File: src/rtl/score_display_if.sv
// Scoreboard display bus: score/load request in, conversion status,
// latched BCD digits and the scanned segment/digit-enable outputs.
interface score_display_if #(
    parameter int WIDTH  = 10,
    parameter int DIGITS = 3
);
    logic [WIDTH-1:0]    value;
    logic                load;
    logic                busy;
    logic                done;
    logic                overflow;
    logic [4*DIGITS-1:0] bcd;
    logic [7:0]          seg;
    logic [DIGITS-1:0]   digit_sel;

    // Scoring-logic side
    modport master (
        output value, load,
        input  busy, done, overflow, bcd, seg, digit_sel
    );

    // Display-driver side
    modport slave (
        input  value, load,
        output busy, done, overflow, bcd, seg, digit_sel
    );
endinterface

File: src/rtl/score_display.sv
// score_display: binary score -> DIGITS BCD digits (sequential double-dabble),
// latched and time-multiplexed onto a shared seven-segment bus.
// Optional feature: define LEADING_ZERO_BLANK_EN to blank leading zero digits.
module score_display #(
    parameter int WIDTH    = 10,
    parameter int DIGITS   = 3,
    parameter int SCAN_DIV = 1000
) (
    input  logic           clk,
    input  logic           nrst,
    score_display_if.slave bus
);
    typedef enum logic [1:0] {IDLE, SHIFT, LATCH} state_t;

    localparam int BW = 4 * DIGITS;
    localparam int CW = $clog2(WIDTH + 1);
    localparam int PW = (SCAN_DIV > 1) ? $clog2(SCAN_DIV) : 1;
    localparam int IW = (DIGITS > 1) ? $clog2(DIGITS) : 1;

    function automatic int pow10(input int n);
        int r;
        r = 1;
        for (int i = 0; i < n; i++) r = r * 10;
        return r;
    endfunction

    localparam int LIMIT = pow10(DIGITS);

    function automatic logic [7:0] seg_decode(input logic [3:0] d);
        case (d)
            4'd0:    return 8'h3F;
            4'd1:    return 8'h06;
            4'd2:    return 8'h5B;
            4'd3:    return 8'h4F;
            4'd4:    return 8'h66;
            4'd5:    return 8'h6D;
            4'd6:    return 8'h7D;
            4'd7:    return 8'h07;
            4'd8:    return 8'h7F;
            4'd9:    return 8'h67;
            default: return 8'h00;
        endcase
    endfunction

    state_t          state_q, state_d;
    logic [WIDTH-1:0] bin_q, bin_d;
    logic [BW-1:0]   scratch_q, scratch_d;
    logic [CW-1:0]   cnt_q, cnt_d;
    logic            ovf_q, ovf_d;
    logic [BW-1:0]   bcd_q, bcd_d;
    logic            overflow_q, overflow_d;
    logic            done_q, done_d;
    logic [PW-1:0]   presc_q, presc_d;
    logic [IW-1:0]   idx_q, idx_d;

    logic [BW-1:0]   adj;
    logic [31:0]     value_ext;
    logic [3:0]      cur_digit;
    logic            blank;

    assign value_ext = 32'(bus.value);

    // Add-3 correction for every scratch nibble that is 5 or more
    for (genvar gi = 0; gi < DIGITS; gi++) begin : g_adj
        assign adj[4*gi +: 4] = (scratch_q[4*gi +: 4] >= 4'd5)
                              ? scratch_q[4*gi +: 4] + 4'd3
                              : scratch_q[4*gi +: 4];
    end

    // State and datapath registers; async reset returns everything to idle/blank-free zero
    always_ff @(posedge clk or negedge nrst) begin
        if (!nrst) begin
            state_q    <= IDLE;
            bin_q      <= '0;
            scratch_q  <= '0;
            cnt_q      <= '0;
            ovf_q      <= 1'b0;
            bcd_q      <= '0;
            overflow_q <= 1'b0;
            done_q     <= 1'b0;
            presc_q    <= '0;
            idx_q      <= '0;
        end else begin
            state_q    <= state_d;
            bin_q      <= bin_d;
            scratch_q  <= scratch_d;
            cnt_q      <= cnt_d;
            ovf_q      <= ovf_d;
            bcd_q      <= bcd_d;
            overflow_q <= overflow_d;
            done_q     <= done_d;
            presc_q    <= presc_d;
            idx_q      <= idx_d;
        end
    end

    // Next-state logic: the WIDTH-th shift happens when the count is 1
    always_comb begin
        state_d = state_q;
        case (state_q)
            IDLE:    if (bus.load) state_d = SHIFT;
            SHIFT:   if (cnt_q == CW'(1)) state_d = LATCH;
            LATCH:   state_d = IDLE;
            default: state_d = IDLE;
        endcase
    end

    // FSM outputs
    always_comb begin
        bus.busy = (state_q != IDLE);
    end

    // Conversion datapath: capture, shift-and-add-3, latch (saturating to all nines)
    always_comb begin
        bin_d      = bin_q;
        scratch_d  = scratch_q;
        cnt_d      = cnt_q;
        ovf_d      = ovf_q;
        bcd_d      = bcd_q;
        overflow_d = overflow_q;
        done_d     = 1'b0;
        case (state_q)
            IDLE: begin
                if (bus.load) begin
                    bin_d     = bus.value;
                    scratch_d = '0;
                    cnt_d     = CW'(WIDTH);
                    ovf_d     = (value_ext >= 32'(LIMIT));
                end
            end
            SHIFT: begin
                // Bits leaving the top nibble are dropped; they only matter on overflow
                {scratch_d, bin_d} = {adj, bin_q} << 1;
                cnt_d = cnt_q - CW'(1);
            end
            LATCH: begin
                bcd_d      = ovf_q ? {DIGITS{4'h9}} : scratch_q;
                overflow_d = ovf_q;
                done_d     = 1'b1;
            end
            default: ;
        endcase
    end

    // Scan prescaler and digit index; free-running, never stalled by conversions
    always_comb begin
        presc_d = presc_q + PW'(1);
        idx_d   = idx_q;
        if (presc_q == PW'(SCAN_DIV - 1)) begin
            presc_d = '0;
            idx_d   = (idx_q == IW'(DIGITS - 1)) ? '0 : idx_q + IW'(1);
        end
    end

`ifdef LEADING_ZERO_BLANK_EN
    // Blank a zero digit when all more-significant digits are zero too; digit 0 always shows
    always_comb begin
        blank = (idx_q != '0);
        for (int k = 0; k < DIGITS; k++) begin
            if (k >= int'(idx_q) && bcd_q[4*k +: 4] != 4'd0) blank = 1'b0;
        end
    end
`else
    assign blank = 1'b0;
`endif

    assign cur_digit     = bcd_q[4*int'(idx_q) +: 4];
    assign bus.seg       = blank ? 8'h00 : seg_decode(cur_digit);
    assign bus.digit_sel = DIGITS'(1) << idx_q;
    assign bus.bcd       = bcd_q;
    assign bus.overflow  = overflow_q;
    assign bus.done      = done_q;
endmodule

File: src/flat_wrapper.sv
// flat-port wrapper written by rule: the top's interface ports become plain ports
module score_display_flat 
#(
    parameter int WIDTH    = 10,
    parameter int DIGITS   = 3,
    parameter int SCAN_DIV = 1000
)
  (clk, nrst, bus_value, bus_load, bus_busy, bus_done, bus_overflow, bus_bcd, bus_seg, bus_digit_sel);
  score_display_if #(.WIDTH(WIDTH), .DIGITS(DIGITS)) bus_i ();
  input  logic clk;
  input  logic nrst;
  input wire logic [$bits(bus_i.value)-1:0] bus_value;
  input wire logic [$bits(bus_i.load)-1:0] bus_load;
  output wire logic [$bits(bus_i.busy)-1:0] bus_busy;
  output wire logic [$bits(bus_i.done)-1:0] bus_done;
  output wire logic [$bits(bus_i.overflow)-1:0] bus_overflow;
  output wire logic [$bits(bus_i.bcd)-1:0] bus_bcd;
  output wire logic [$bits(bus_i.seg)-1:0] bus_seg;
  output wire logic [$bits(bus_i.digit_sel)-1:0] bus_digit_sel;
  assign bus_i.value = bus_value;
  assign bus_i.load = bus_load;
  assign bus_busy = bus_i.busy;
  assign bus_done = bus_i.done;
  assign bus_overflow = bus_i.overflow;
  assign bus_bcd = bus_i.bcd;
  assign bus_seg = bus_i.seg;
  assign bus_digit_sel = bus_i.digit_sel;
  score_display #(.WIDTH(WIDTH), .DIGITS(DIGITS), .SCAN_DIV(SCAN_DIV)) u_core (.clk(clk), .nrst(nrst), .bus(bus_i));
endmodule
File: config.mk
export PLATFORM = sky130hd
export DESIGN_NAME = score_display_flat
export DESIGN_NICKNAME = d
export VERILOG_FILES = /design/src/rtl/score_display_if.sv /design/src/rtl/score_display.sv /design/src/flat_wrapper.sv
export SDC_FILE = /design/constraint.sdc
export NUM_CORES = 1
export LEC_CHECK = 0
export BUFFER_PORTS_ARGS = -buffer_cell sky130_fd_sc_hd__buf_4
export CAP_MARGIN = 5
export CORE_MARGIN = 2
export CORE_UTILIZATION = 37
export CTS_CLUSTER_SIZE = 24
export DETAILED_ROUTE_END_ITERATION = 16
export PLACE_DENSITY_LB_ADDON = 0.15
export SETUP_SLACK_MARGIN = 0.1
export SLEW_MARGIN = 20
export SYNTH_ARGS = -nofsm -noshare
export SYNTH_HDL_FRONTEND = slang
export SYNTH_SLANG_ARGS = --single-unit
File: constraint.sdc
create_clock -name clk -period 3.08 [get_ports clk]
set_input_delay 0.616 -clock clk [delete_from_list [all_inputs] [get_ports clk]]
set_output_delay 0.616 -clock clk [all_outputs]
set_load 0.05 [all_outputs]
# Word level (Yosys, flattened, before mapping)

Memory sizes are Yosys's and may differ from the RTL's.
Cells that the tools add are included.

Memories kept: 1
ROM bits: 112
Bits in registers: 55
Word-level logic and storage cells: 52
Input bits: 13
Output and inout port bits: 26

Memories:

| name             | depth | bits a word | read ports | clocked after memory_dff | write ports | line                | text |
|---|---|---|---|---|---|---|---|
| (name not given) | 16    | 7           | 1          | 0                        | 0           | score_display.sv:30 | `case (d)` |

Eq/ne operators: 7
Add/subtract/negate cells: 6
Shifts and indexed selects: 2
Order comparisons: 4
Multiplexer cells: 16
Reduce and logical (&&, ||, !) cells: 6

Operators with widths:

| kind                    | count |
|---|---|
| $mux W12                | 2 |
| $pmux W12 S2            | 1 |
| $mux W10                | 2 |
| $pmux W10 S2            | 1 |
| $ge A4 B3 Y1 const B    | 3 |
| $mux W4                 | 3 |
| $shiftx A12 B5 Y4       | 1 |
| $add A10 B1 Y10 const B | 1 |
| $eq A10 B10 Y1 const B  | 1 |
| $ge A10 B10 Y1 const B  | 1 |
| $add A4 B2 Y4 const B   | 2 |
| $pmux W4 S2             | 1 |
| $mux W2                 | 3 |
| $reduce_and A2 Y1       | 3 |
| $eq A2 B2 Y1 const B    | 2 |
| $eq A4 B1 Y1 const B    | 1 |
| $pmux W2 S2             | 1 |
| $reduce_bool A2 Y1      | 2 |
| $sub A4 B1 Y4 const B   | 1 |
| $add A3 B2 Y3 const B   | 1 |
| $mux W3                 | 1 |
| $shl A1 B2 Y3 const A   | 1 |
| $add A2 B1 Y2 const B   | 1 |
| $eq A2 B1 Y1 const B    | 1 |
| 4 further kinds         | 4 |

# Depth between registers and ports, before layout

Gate-level depths: netlist of run 1.

Depth after elaboration: 3
Gate-level depth with buffers: 9
Mapped depth without buffers: 8

# Least setup slack after synthesis of run 1

OpenSTA, ideal clock, no wires.

Path type: flip-flop to output port
Start: reg u_core.bcd_q[4], in the netlist u_core.bus.bcd[4]
End: out bus_seg[0]
Required time: 2464 ps
Arrival time: 2305 ps
Cell stages (with the launch flop): 9
Setup slack: 159 ps
Buffers on the path: 0
Cell sequence: dfrtp_1 > mux2i_1 > nor2_1 > a21oi_1 > inv_1 > ha_1 > inv_1 > mux2i_1 > o22ai_1

Longest elaborated chain between the ends: 2

RTL lines:

| element                  | line                 | text |
|---|---|---|
| start: declaration       | score_display.sv:50  | `logic [BW-1:0] bcd_q, bcd_d;` |
| start signal: assignment | score_display.sv:78  | `bcd_q <= '0;` |
| start signal: assignment | score_display.sv:89  | `bcd_q <= bcd_d;` |
| $shiftx A12 B5 Y4        | score_display.sv:167 | `assign cur_digit = bcd_q[4*int'(idx_q) +: 4];` |
| $mem_v2 Z16 W7           | n/a                  |  |
| end: declaration         | flat_wrapper.sv:18   | `output wire logic [$bits(bus_i.seg)-1:0] bus_seg;` |

Every way passes these cells.

# Final worst setup path of run 1

Start: reg u_core.idx_q[0]
End: out bus_seg[6]

Longest elaborated chain between the ends: 2

RTL lines:

| element                  | line                 | text |
|---|---|---|
| start: declaration       | score_display.sv:54  | `logic [IW-1:0] idx_q, idx_d;` |
| start signal: assignment | score_display.sv:93  | `idx_q <= idx_d;` |
| $shiftx A12 B5 Y4        | score_display.sv:167 |  |
| $mem_v2 Z16 W7           | n/a                  |  |

Every way passes these cells.

==> results of run 1 <==
-- worst register-to-register path: stages (launching register included) --
cell and delay, ps:
sky130_fd_sc_hd__dfrtp_1 400, sky130_fd_sc_hd__ha_1 260, sky130_fd_sc_hd__nand3_2 140, sky130_fd_sc_hd__nor4_4 550, sky130_fd_sc_hd__mux2_2 400
-- registers in the layout, indices dropped and copies added, names as in the netlist --
name                 flops
u_core.bus.bcd          12
u_core.scratch_q        12
u_core.bin_q            10
u_core.presc_q          10
u_core.cnt_q             4
u_core.idx_q             2
u_core.state_q           2
u_core.bus.done          1
u_core.bus.overflow      1
u_core.ovf_q             1
-- per-stage QoR --
| step | hold WS [ps] | total power [mW] | std cells |
|---|---|---|---|
| after detailed placement | 462.5 | 2.994 | 418 |
| after global routing | 392.9 | 3.742 | 426 |
| final | 341.0 | 3.477 | 426 |
| after global placement | 458.2 | 2.976 | 418 |
| after CTS | 361.8 | 3.504 | 426 |
| after floorplan | 320.4 | 2.502 | 291 |
-- repair_timing --
item,CTS,global route
gates cloned,0,0
endpoints found under the setup margin,2,6
gates resized for setup,1,2
pin swaps,0,0
-- layout make-up --
| class | count | area, µm² | area share |
|---|---|---|---|
| Timing Repair Buffer | 39 | 292.8 | 0.08686 |
| Inverter | 13 | 48.80 | 0.01448 |
| Clock buffer | 6 | 82.58 | 0.02450 |
| Tap cell | 102 | 127.6 | 0.03786 |
| Sequential cell | 55 | 1378 | 0.4087 |
| Multi-Input combinational cell | 209 | 1406 | 0.4172 |
| Clock inverter | 2 | 35.03 | 0.01039 |
-- logic make-up after synthesis --
logic type	count (synthesis)
AOI/OAI and AO/OA	70
xor gates and xnor gates	10
adders and majority gates	15
buffers and inverters	27
DFF	55
muxes	13
other	1
and+or+nand+nor	100
-- metal layers --
metal,routed length (µm),up-vias,part of all wire
met4,92,0,0.016
li1,-,1076,-
met2,2328,47,0.41
met5,0,-,0
met1,2970,973,0.53
met3,259,8,0.046
-- layout by cell type (no fill, tap or decap), types with 2 or more instances in the layout --
cell type and instances:
sky130_fd_sc_hd__dfrtp_1 54, sky130_fd_sc_hd__nand2_1 43, sky130_fd_sc_hd__buf_4 39, sky130_fd_sc_hd__o21ai_0 24
sky130_fd_sc_hd__nor2_1 16, sky130_fd_sc_hd__ha_1 15, sky130_fd_sc_hd__inv_1 13, sky130_fd_sc_hd__nand3_1 13
sky130_fd_sc_hd__o31ai_1 10, sky130_fd_sc_hd__nand2b_1 9, sky130_fd_sc_hd__a22oi_1 9, sky130_fd_sc_hd__a21oi_1 8
sky130_fd_sc_hd__mux2i_1 7, sky130_fd_sc_hd__xnor2_1 6, sky130_fd_sc_hd__clkbuf_8 6, sky130_fd_sc_hd__mux2_2 5
sky130_fd_sc_hd__xor2_1 4, sky130_fd_sc_hd__o22ai_1 4, sky130_fd_sc_hd__nor2b_1 3, sky130_fd_sc_hd__a22o_1 3
sky130_fd_sc_hd__a32o_1 3, sky130_fd_sc_hd__or3_1 2, sky130_fd_sc_hd__a2bb2oi_4 2, sky130_fd_sc_hd__o2bb2ai_1 2
sky130_fd_sc_hd__nor3_1 2, sky130_fd_sc_hd__nor3b_1 2
-- worst max-delay path by stage --
stage and endpoint:
2_1_floorplan bus_seg[0], 3_3_place_gp bus_seg[0], 3_5_place_dp bus_seg[0], 4_1_cts bus_seg[5], 5_1_grt bus_seg[6], 6_report bus_seg[6]
-- power by group --
part / leakage, nW / switching (mW) / total [mW] / internal [mW]
clock network: 0.0612 / 0.238 / 0.501 / 0.263
registers: 0.706 / 0.209 / 1.17 / 0.958
logic: 0.794 / 1.17 / 1.81 / 0.639
==> results.md, run 1 <==
* Buffers & Inverters on Critical Path at 2
* Sequential share of the synthesized area at 0.4750
* Total stage count of the critical path at 6
* Global-route wire length before repair at 9522 µm
* Ranking of synthesized cells by instance count: sky130_fd_sc_hd__dfrtp_1 (55), sky130_fd_sc_hd__nand2_1 (43), sky130_fd_sc_hd__o21ai_0 (24)
* Via count at between 2000 and 2500
* Slew Limit Fails at 0
* Crit path required time at 2460 ps
* Adder-Cell Fraction of Synth Area at 0.06477
* Mean cell area of the mapped netlist at approximately 10 µm²
* Antenna Nets Post-Route at 0
* Post-synthesis cell area at 2898 µm²
* Clock sink count at 55
* Asr flop ratio synth at 1.000
* Final Cycle Share at 0.9031
* Gr busiest metal: met1
* Number of rows in the core area at 32
* Die Span X at about 92 µm
* Minimum period implied by the final worst setup slack at between 2000 and 3000 ps
* Vias per inst at 4.939
* Gate Count Post-Synth at slightly below 300
* Floorplan die area at approximately 8600 µm²
* P&R area growth vs syn at 16.32%
* Iteration-0 DRC Markers at about 90
* Met3 demand-to-capacity share in global routing at 0.02360
* Vertical die dimension at 92.50 µm
* Clock Skew at between 8 and 9 ps
* Worst endpoint data arrival time at 2170 ps
* Total of endpoints with negative setup slack in the final report at 0
* Core occupancy in the finished layout at 0.4408
* Setup Buffers After CTS at 0
* Relative slew slack at 0.4059
* Number of library cell types mapped by synthesis at 45
* Buffer levels on the longest clock path at 2
* CTS clock-pin slew for the worst setup and hold paths at 100 ps
* Setup slack of the most critical reg-to-reg path at between 1000 and 1500 ps
* Met1 capacity usage during global routing at 0.2105
* Library cell contributing the largest single delay on the critical path: sky130_fd_sc_hd__dfrtp_2
* Type of the worst setup path: register to primary output
* Post-route setup TNS at 0 ps
* Number of inserted filler cells in the final layout at 773
* Detailed placement HPWL at about 3900 µm
* Number of I/O port buffers at 37
* Net total in the final layout at about 350
* Number of warnings printed during yosys synthesis at 0
* RSZ-0062 raised after global routing: no
* DRC errors left at 0
* Pin count of the biggest net entering global routing at between 50 and 60
* Dominant cells by area after synthesis: sky130_fd_sc_hd__dfrtp_1 (47%), sky130_fd_sc_hd__ha_1 (6.5%), sky130_fd_sc_hd__nand2_1 (5.6%)
* Register bit total from synthesis at between 50 and 60
* Total length of routed wires at 5650 µm
* Layout cell share with drive strength beyond 1 at 0.1975
* Worst skew pair latency at 310 ps
* Synth Area in Compound Gates at 0.1641
* Hold-fix buffers at CTS at 0
* Most common cell in the netlist: sky130_fd_sc_hd__dfrtp_1
* Core ar. at approximately 7600 µm²
* Placer Congestion at 0.7038
* Share of the synthesized area in the top cell type at 0.4750
* Startpoint of the worst-slack reg-to-reg timing path: u_core.presc_q[0]
* Setup crit end kind: primary output
* TritonRoute pass-1 iters at 4
* Cell type with the highest aggregate area in the netlist: sky130_fd_sc_hd__dfrtp_1
* Count of pins on the block boundary at 39
* HP Class: primary input to asynchronous set/reset pin
* Routed length per placed instance at ~13 µm
* Maximum fanout along the worst path at 9
* Crit path setup slack, layout at ~300 ps
* Startpoint of the worst setup timing path: u_core.idx_q[0]
* Final hold violation count at 0
* Clock tree from TritonCTS: built
* Area post-placement at roughly 3200 µm²
* Initial antenna violation count at 0
* Clock Root Buffer: sky130_fd_sc_hd__clkbuf_8
* P per Cell Area at just over 1000 nW/µm²
* Simple-gate portion of the synthesized area at 0.1714
* R2R depth at 4
* EDFF count, synth at 0
* Worst path max stage delay at slightly below 500 ps
* Cells traversed along the worst timing path: mux2i_1 -> a2bb2oi_4 -> inv_1 -> ha_1 -> o22ai_1 -> buf_4
* Dominant register cell in the synthesized netlist: sky130_fd_sc_hd__dfrtp_1
* Result of the run: finished, final reports clean
* Transition time at the pin with the least slew margin at a little under 900 ps
* Final global-route overflow total at 0
* Global-route track usage on met2 at 0.1983
* Post-synthesis xor/xnor area fraction at 0.03022
* Post-synthesis net count at ~320
* Nature of the critical path startpoint: register
* Worst path top cell family by delay: flip-flops
* Clock buffer count from CTS at 5
* F_max at 359.5 MHz
* Total global routing track utilization at 0.1390
* Multiplexer fraction of the synthesized cell area at 0.04836
* Leakage power of the design at 1.561 nW
* Via count of the first global-routing pass at around 1900
* Endpoint of the most critical register-to-register path: u_core.idx_q[0]
* ANT cells at 0
* H-tree Lvls at 2
* Minimum setup slack after placement at about 420 ps
* Initial standard-cell utilization of the core at 0.3789
* Largest family of logic cells by synthesized area: simple AND/OR/NAND/NOR gates
* Maximum resistive drop on vdd at around 0.62 mV
* Max_cap viols at 0
* Post-route design area at ~3400 µm²
Note: power is estimated with default switching activity, not from simulation.
==> inputs of run 2 (changes only) <==
--- a/config.mk
+++ b/config.mk
@@ -11,6 +11,7 @@
 export CORE_UTILIZATION = 37
 export CTS_CLUSTER_SIZE = 24
 export DETAILED_ROUTE_END_ITERATION = 16
+export MAX_ROUTING_LAYER = met4
 export PLACE_DENSITY_LB_ADDON = 0.15
 export SETUP_SLACK_MARGIN = 0.1
 export SLEW_MARGIN = 20
==> run 2 against run 1 <==
Against the previous run: final area unchanged; flip-flop and latch count unchanged; maximum frequency about the same; via count up 0.14%; first-iteration DRC count up 1.1%.
==> results.md, run 2 (synthesis results as in run 1) <==
* Core occupancy in the finished layout at 0.4408
* Core ar. at ~7600 µm²
* Vias per inst at between 4 and 5
* Vertical die dimension at slightly above 90 µm
* Type of the worst setup path: register to primary output
* Final cell count without fillers at between 400 and 500
* Worst path max stage delay at 490 ps
* Placer Congestion at 0.7116
* Initial standard-cell utilization of the core at 0.3789
* Leakage power of the design at between 1.5 and 2 nW
* Setup slack of the most critical reg-to-reg path at around 1200 ps
* Final hold violation count at 0
* Minimum period implied by the final worst setup slack at 2779 ps
* Setup crit end kind: primary output
* Startpoint of the worst-slack reg-to-reg timing path: u_core.presc_q[0]
* Net total in the final layout at approximately 350
* Inst Count DP at 418
* Transition time at the pin with the least slew margin at approximately 900 ps
* Result of the run: finished, final reports clean
* Max_cap viols at 0
* Buffer levels on the longest clock path at 2
* Global-route wire length before repair at ~9500 µm
* Antenna Nets Post-Route at 0
* Setup Buffers After CTS at 0
* Slew Limit Fails at 0
* Clock sink count at 55
* Maximum resistive drop on vdd at between 0.6 and 0.7 mV
* Maximum fanout along the worst path at 9
* P&R area growth vs syn at 16.32%
* Endpoint of the most critical register-to-register path: u_core.idx_q[0]
* Final global-route overflow total at 0
* Via count at about 2100
* Hold-fix buffers at CTS at 0
* Via count of the first global-routing pass at ~1900
* Met1 capacity usage during global routing at 0.2116
* R2R depth at 4
* F_max at approximately 360 MHz
* Worst skew pair latency at 310 ps
* HP Class: primary input to asynchronous set/reset pin
* Most frequent cells in the layout: sky130_fd_sc_hd__dfrtp_1 (54), sky130_fd_sc_hd__nand2_1 (43), sky130_fd_sc_hd__buf_4 (39)
* Iteration-0 DRC Markers at a little over 90
* Clock Skew at ~9 ps
* TritonRoute pass-1 iters at 4
* Cells traversed along the worst timing path: mux2i_1 -> a2bb2oi_4 -> inv_1 -> ha_1 -> o22ai_1 -> buf_4
* Floorplan die area at 8555 µm²
* Crit path setup slack, layout at around 300 ps
* Worst endpoint data arrival time at 2160 ps
* Nature of the critical path startpoint: register
* Most frequent standard cell in the layout excluding fill and tap cells: sky130_fd_sc_hd__dfrtp_1
* DRC errors left at 0
* RSZ-0062 raised after global routing: no
* Number of rows in the core area at 32
* Number of I/O port buffers at 37
* Worst path top cell family by delay: flip-flops
* Layout cell share with drive strength beyond 1 at 0.1975
* Clock Root Buffer: sky130_fd_sc_hd__clkbuf_8
* Met3 demand-to-capacity share in global routing at 0.02360
* Detailed placement HPWL at a little under 4000 µm
* Minimum setup slack after placement at about 420 ps
* Initial antenna violation count at 0
* Clock buffer count from CTS at 5
* Pin count of the biggest net entering global routing at 56
* Area post-placement at 3237 µm²
* ANT cells at 0
* P per Cell Area at about 1000 nW/µm²
* Global-route track usage on met2 at 0.1977
* Gr busiest metal: met1
* Clock tree from TritonCTS: built
* Post-route setup TNS at 0 ps
* Total length of routed wires at between 5000 and 6000 µm
* Total of endpoints with negative setup slack in the final report at 0
* Die Span X at roughly 90 µm
* Total global routing track utilization at 0.1431
* Relative slew slack at 0.4071
* H-tree Lvls at 2
* Final Cycle Share at 0.9024
* Routed length per placed instance at between 10 and 15 µm
* Count of pins on the block boundary at 39
* Number of inserted filler cells in the final layout at just under 800
* Library cell contributing the largest single delay on the critical path: sky130_fd_sc_hd__dfrtp_2
* Buffers & Inverters on Critical Path at 2
* CTS clock-pin slew for the worst setup and hold paths at 100 ps
* Post-route design area at 3371 µm²
* Crit path required time at between 2000 and 2500 ps
## run 2: final cells by class
class | count | area [µm²] | area share
repair buffers | 39 | 292.8 | 0.08686
clock inverters | 2 | 35.03 | 0.01039
clock buffers | 6 | 82.58 | 0.02450
inverters | 13 | 48.80 | 0.01448
multi-input cells | 209 | 1406 | 0.4172
flip-flops and latches | 55 | 1378 | 0.4087
well taps | 102 | 127.6 | 0.03786
## run 2: power by group
part	internal (mW)	leakage (nW)	switching, mW
Sequential	0.958	0.706	0.209
Combinational	0.639	0.794	1.17
Clock	0.264	0.0612	0.239
Total	1.86	1.56	1.62
## run 2: worst max-delay path by stage
stage	from	end	depth (start not counted)
after floorplan	u_core.bus.bcd[4]	bus_seg[0]	8
after global placement	u_core.idx_q[0]	bus_seg[0]	9
after detailed placement	u_core.idx_q[0]	bus_seg[0]	9
after CTS	u_core.idx_q[0]	bus_seg[5]	6
after global routing	u_core.idx_q[0]	bus_seg[6]	6
final	u_core.idx_q[0]	bus_seg[6]	6
## run 2: timing repair
item	in CTS	in global routing
endpoints found under the setup margin	2	6
cloned	0	0
gates resized for setup	1	2
## run 2: metrics by stage
step | hold slack [ps] | power, mW
global placement | 458.2 | 2.976
finish | 342.6 | 3.478
detailed placement | 462.5 | 2.994
CTS | 361.8 | 3.504
global route | 393.3 | 3.742
floorplan | 320.4 | 2.502
## run 2: per-layer routing
metal	part of all wire	routed length [µm]	up-vias
met1	0.53	2988	974
met4	0.014	82	0
li1	-	-	1078
met2	0.41	2335	47
met3	0.045	253	8
met5	0	0	-
==> inputs of run 3 (changes only) <==
==> constraint.sdc (replaced) <==
create_clock -name clk -period 3.3 [get_ports clk]
set_input_delay 0.66 -clock clk [delete_from_list [all_inputs] [get_ports clk]]
set_output_delay 0.66 -clock clk [all_outputs]
set_load 0.05 [all_outputs]
==> run 3 against run 2 <==
Against the previous run: global-route usage unchanged; clock skew about the same; power decreased by 7.0%; clock power decreased by 6.8%; critical endpoint unchanged; largest power group unchanged; first-iteration DRC count increased by 4.3%; largest cell class unchanged.
==> results.md, run 3 (synthesis results as in run 1) <==
* Via count at 2100
* Post-route setup TNS at 0 ps
* Buffers & Inverters on Critical Path at 2
* H-tree Lvls at 2
* Most frequent standard cell in the layout excluding fill and tap cells: sky130_fd_sc_hd__dfrtp_1
* Final Cycle Share at 0.8967
* Max_cap viols at 0
* Setup slack of the most critical reg-to-reg path at approximately 1400 ps
* Core ar. at around 7600 µm²
* Iteration-0 DRC Markers at 96
* Detailed placement HPWL at around 3900 µm
* Minimum period implied by the final worst setup slack at ~3000 ps
* Global-route wire length before repair at approximately 9500 µm
* Total stage count of the critical path at 6
* Count of pins on the block boundary at 39
* Leakage power of the design at 1.558 nW
* Minimum setup slack after placement at approximately 600 ps
* Routed length per placed instance at 13.26 µm
* Net total in the final layout at between 300 and 400
* HP Class: primary input to asynchronous set/reset pin
* Pin count of the biggest net entering global routing at 56
* Nature of the critical path startpoint: register
* Startpoint of the worst-slack reg-to-reg timing path: u_core.presc_q[0]
* Result of the run: finished, final reports clean
* Post-route design area at 3358 µm²
* Layout cell share with drive strength beyond 1 at 0.1944
* Total global routing track utilization at 0.1431
* Type of the worst setup path: register to primary output
* Cells traversed along the worst timing path: mux2i_1 -> a2bb2oi_2 -> inv_1 -> ha_1 -> o22ai_1 -> buf_4
* Crit path setup slack, layout at ~340 ps
* Total length of routed wires at roughly 5600 µm
* Placer Congestion at about 0.7
* Worst path max stage delay at 570 ps
* Endpoint of the most critical register-to-register path: u_core.idx_q[0]
* Transition time at the pin with the least slew margin at 886.0 ps
* Clock Skew at roughly 9.1 ps
* P per Cell Area at 963.4 nW/µm²
* Relative slew slack at 0.4094
* Area post-placement at 3237 µm²
* Final hold violation count at 0
* F_max at around 340 MHz
* Clock buffer count from CTS at 5
* Vertical die dimension at about 92 µm
* RSZ-0062 raised after global routing: no
* Vias per inst at 4.930
* Startpoint of the worst setup timing path: u_core.idx_q[0]
* Die Span X at a little over 90 µm
* ANT cells at 0
* Total of endpoints with negative setup slack in the final report at 0
* R2R depth at 4
* Capturing element of the worst setup path: bus_seg[6]
* Number of I/O port buffers at 37
* DRC errors left at 0
* Worst endpoint data arrival time at around 2300 ps
* Library cell contributing the largest single delay on the critical path: sky130_fd_sc_hd__dfrtp_1
* Number of rows in the core area at 32
* Slew Limit Fails at 0
* Setup crit end kind: primary output
* Worst path top cell family by delay: flip-flops
* Floorplan die area at between 8000 and 9000 µm²
* Maximum fanout along the worst path at 9
* Clock sink count at 55
* Most frequent cells in the layout: sky130_fd_sc_hd__dfrtp_1 (55), sky130_fd_sc_hd__nand2_1 (43), sky130_fd_sc_hd__buf_4 (39)
* Initial standard-cell utilization of the core at 0.3789
* Tot Pwr at 3.235 mW
* Maximum resistive drop on vdd at 0.5768 mV
* Clock tree from TritonCTS: built
* CTS clock-pin slew for the worst setup and hold paths at 100 ps
* Antenna Nets Post-Route at 0
* Buffer levels on the longest clock path at 2
* TritonRoute pass-1 iters at 4
* Clock Root Buffer: sky130_fd_sc_hd__clkbuf_8
* Final global-route overflow total at 0
* Initial antenna violation count at 0
* Crit path required time at 2640 ps
* Via count of the first global-routing pass at 1934
* Worst skew pair latency at between 300 and 400 ps
* P&R area growth vs syn at 15.89%
-- run 3: cell counts in the layout (fill, tap and decap cells not counted) --
No cell type changed its count.
-- run 3: how the worst min path moves through the flow --
stage                               start           endpoint  depth (start not counted)
after global routing                 nrst  u_core.presc_q[9]                          1
after detailed placement  u_core.bin_q[5]    u_core.bin_q[5]                          2
after CTS                            nrst  u_core.presc_q[9]                          1
after global placement    u_core.cnt_q[3]    u_core.cnt_q[3]                          1
final                                nrst  u_core.presc_q[0]                          1
after floorplan                      nrst    u_core.bin_q[0]                          0
-- run 3: layout make-up --
cell class              count  area, µm²
clock buffers               6      82.58
clock inverters             2      35.03
fillers                   775       4289
inverters                  13      48.80
multi-input cells         209       1395
flip-flops and latches     55       1376
well taps                 102      127.6
repair buffers             39      292.8
-- run 3: power breakdown --
part	internal, mW	leakage [nW]	switching, mW
registers	0.894	0.708	0.194
logic	0.591	0.789	1.09
clock network	0.246	0.0612	0.223
total	1.73	1.56	1.50
-- run 3: metal layers --
layer / track usage / part of all wire
met2: 0.1977 / 0.41
met5: - / 0
met1: 0.2116 / 0.53
met4: 0.05224 / 0.015
met3: 0.02360 / 0.047
-- run 3: what timing repair did --
item                                    4_1_cts  5_1_grt
buffers inserted                              0        0
endpoints found under the setup margin        0        1
hold buffers                                  0        0
gates resized for setup                       0        1
-- run 3: per-stage QoR --
stage | hold WS, ps | instances | util
after floorplan | 364.4 | 291 | -
after global placement | 458.2 | 418 | 0.4233
after detailed placement | 462.5 | 418 | 0.4233
after CTS | 405.8 | 426 | 0.4386
after global routing | 437.3 | 426 | 0.4391
final | 386.2 | 426 | 0.4391
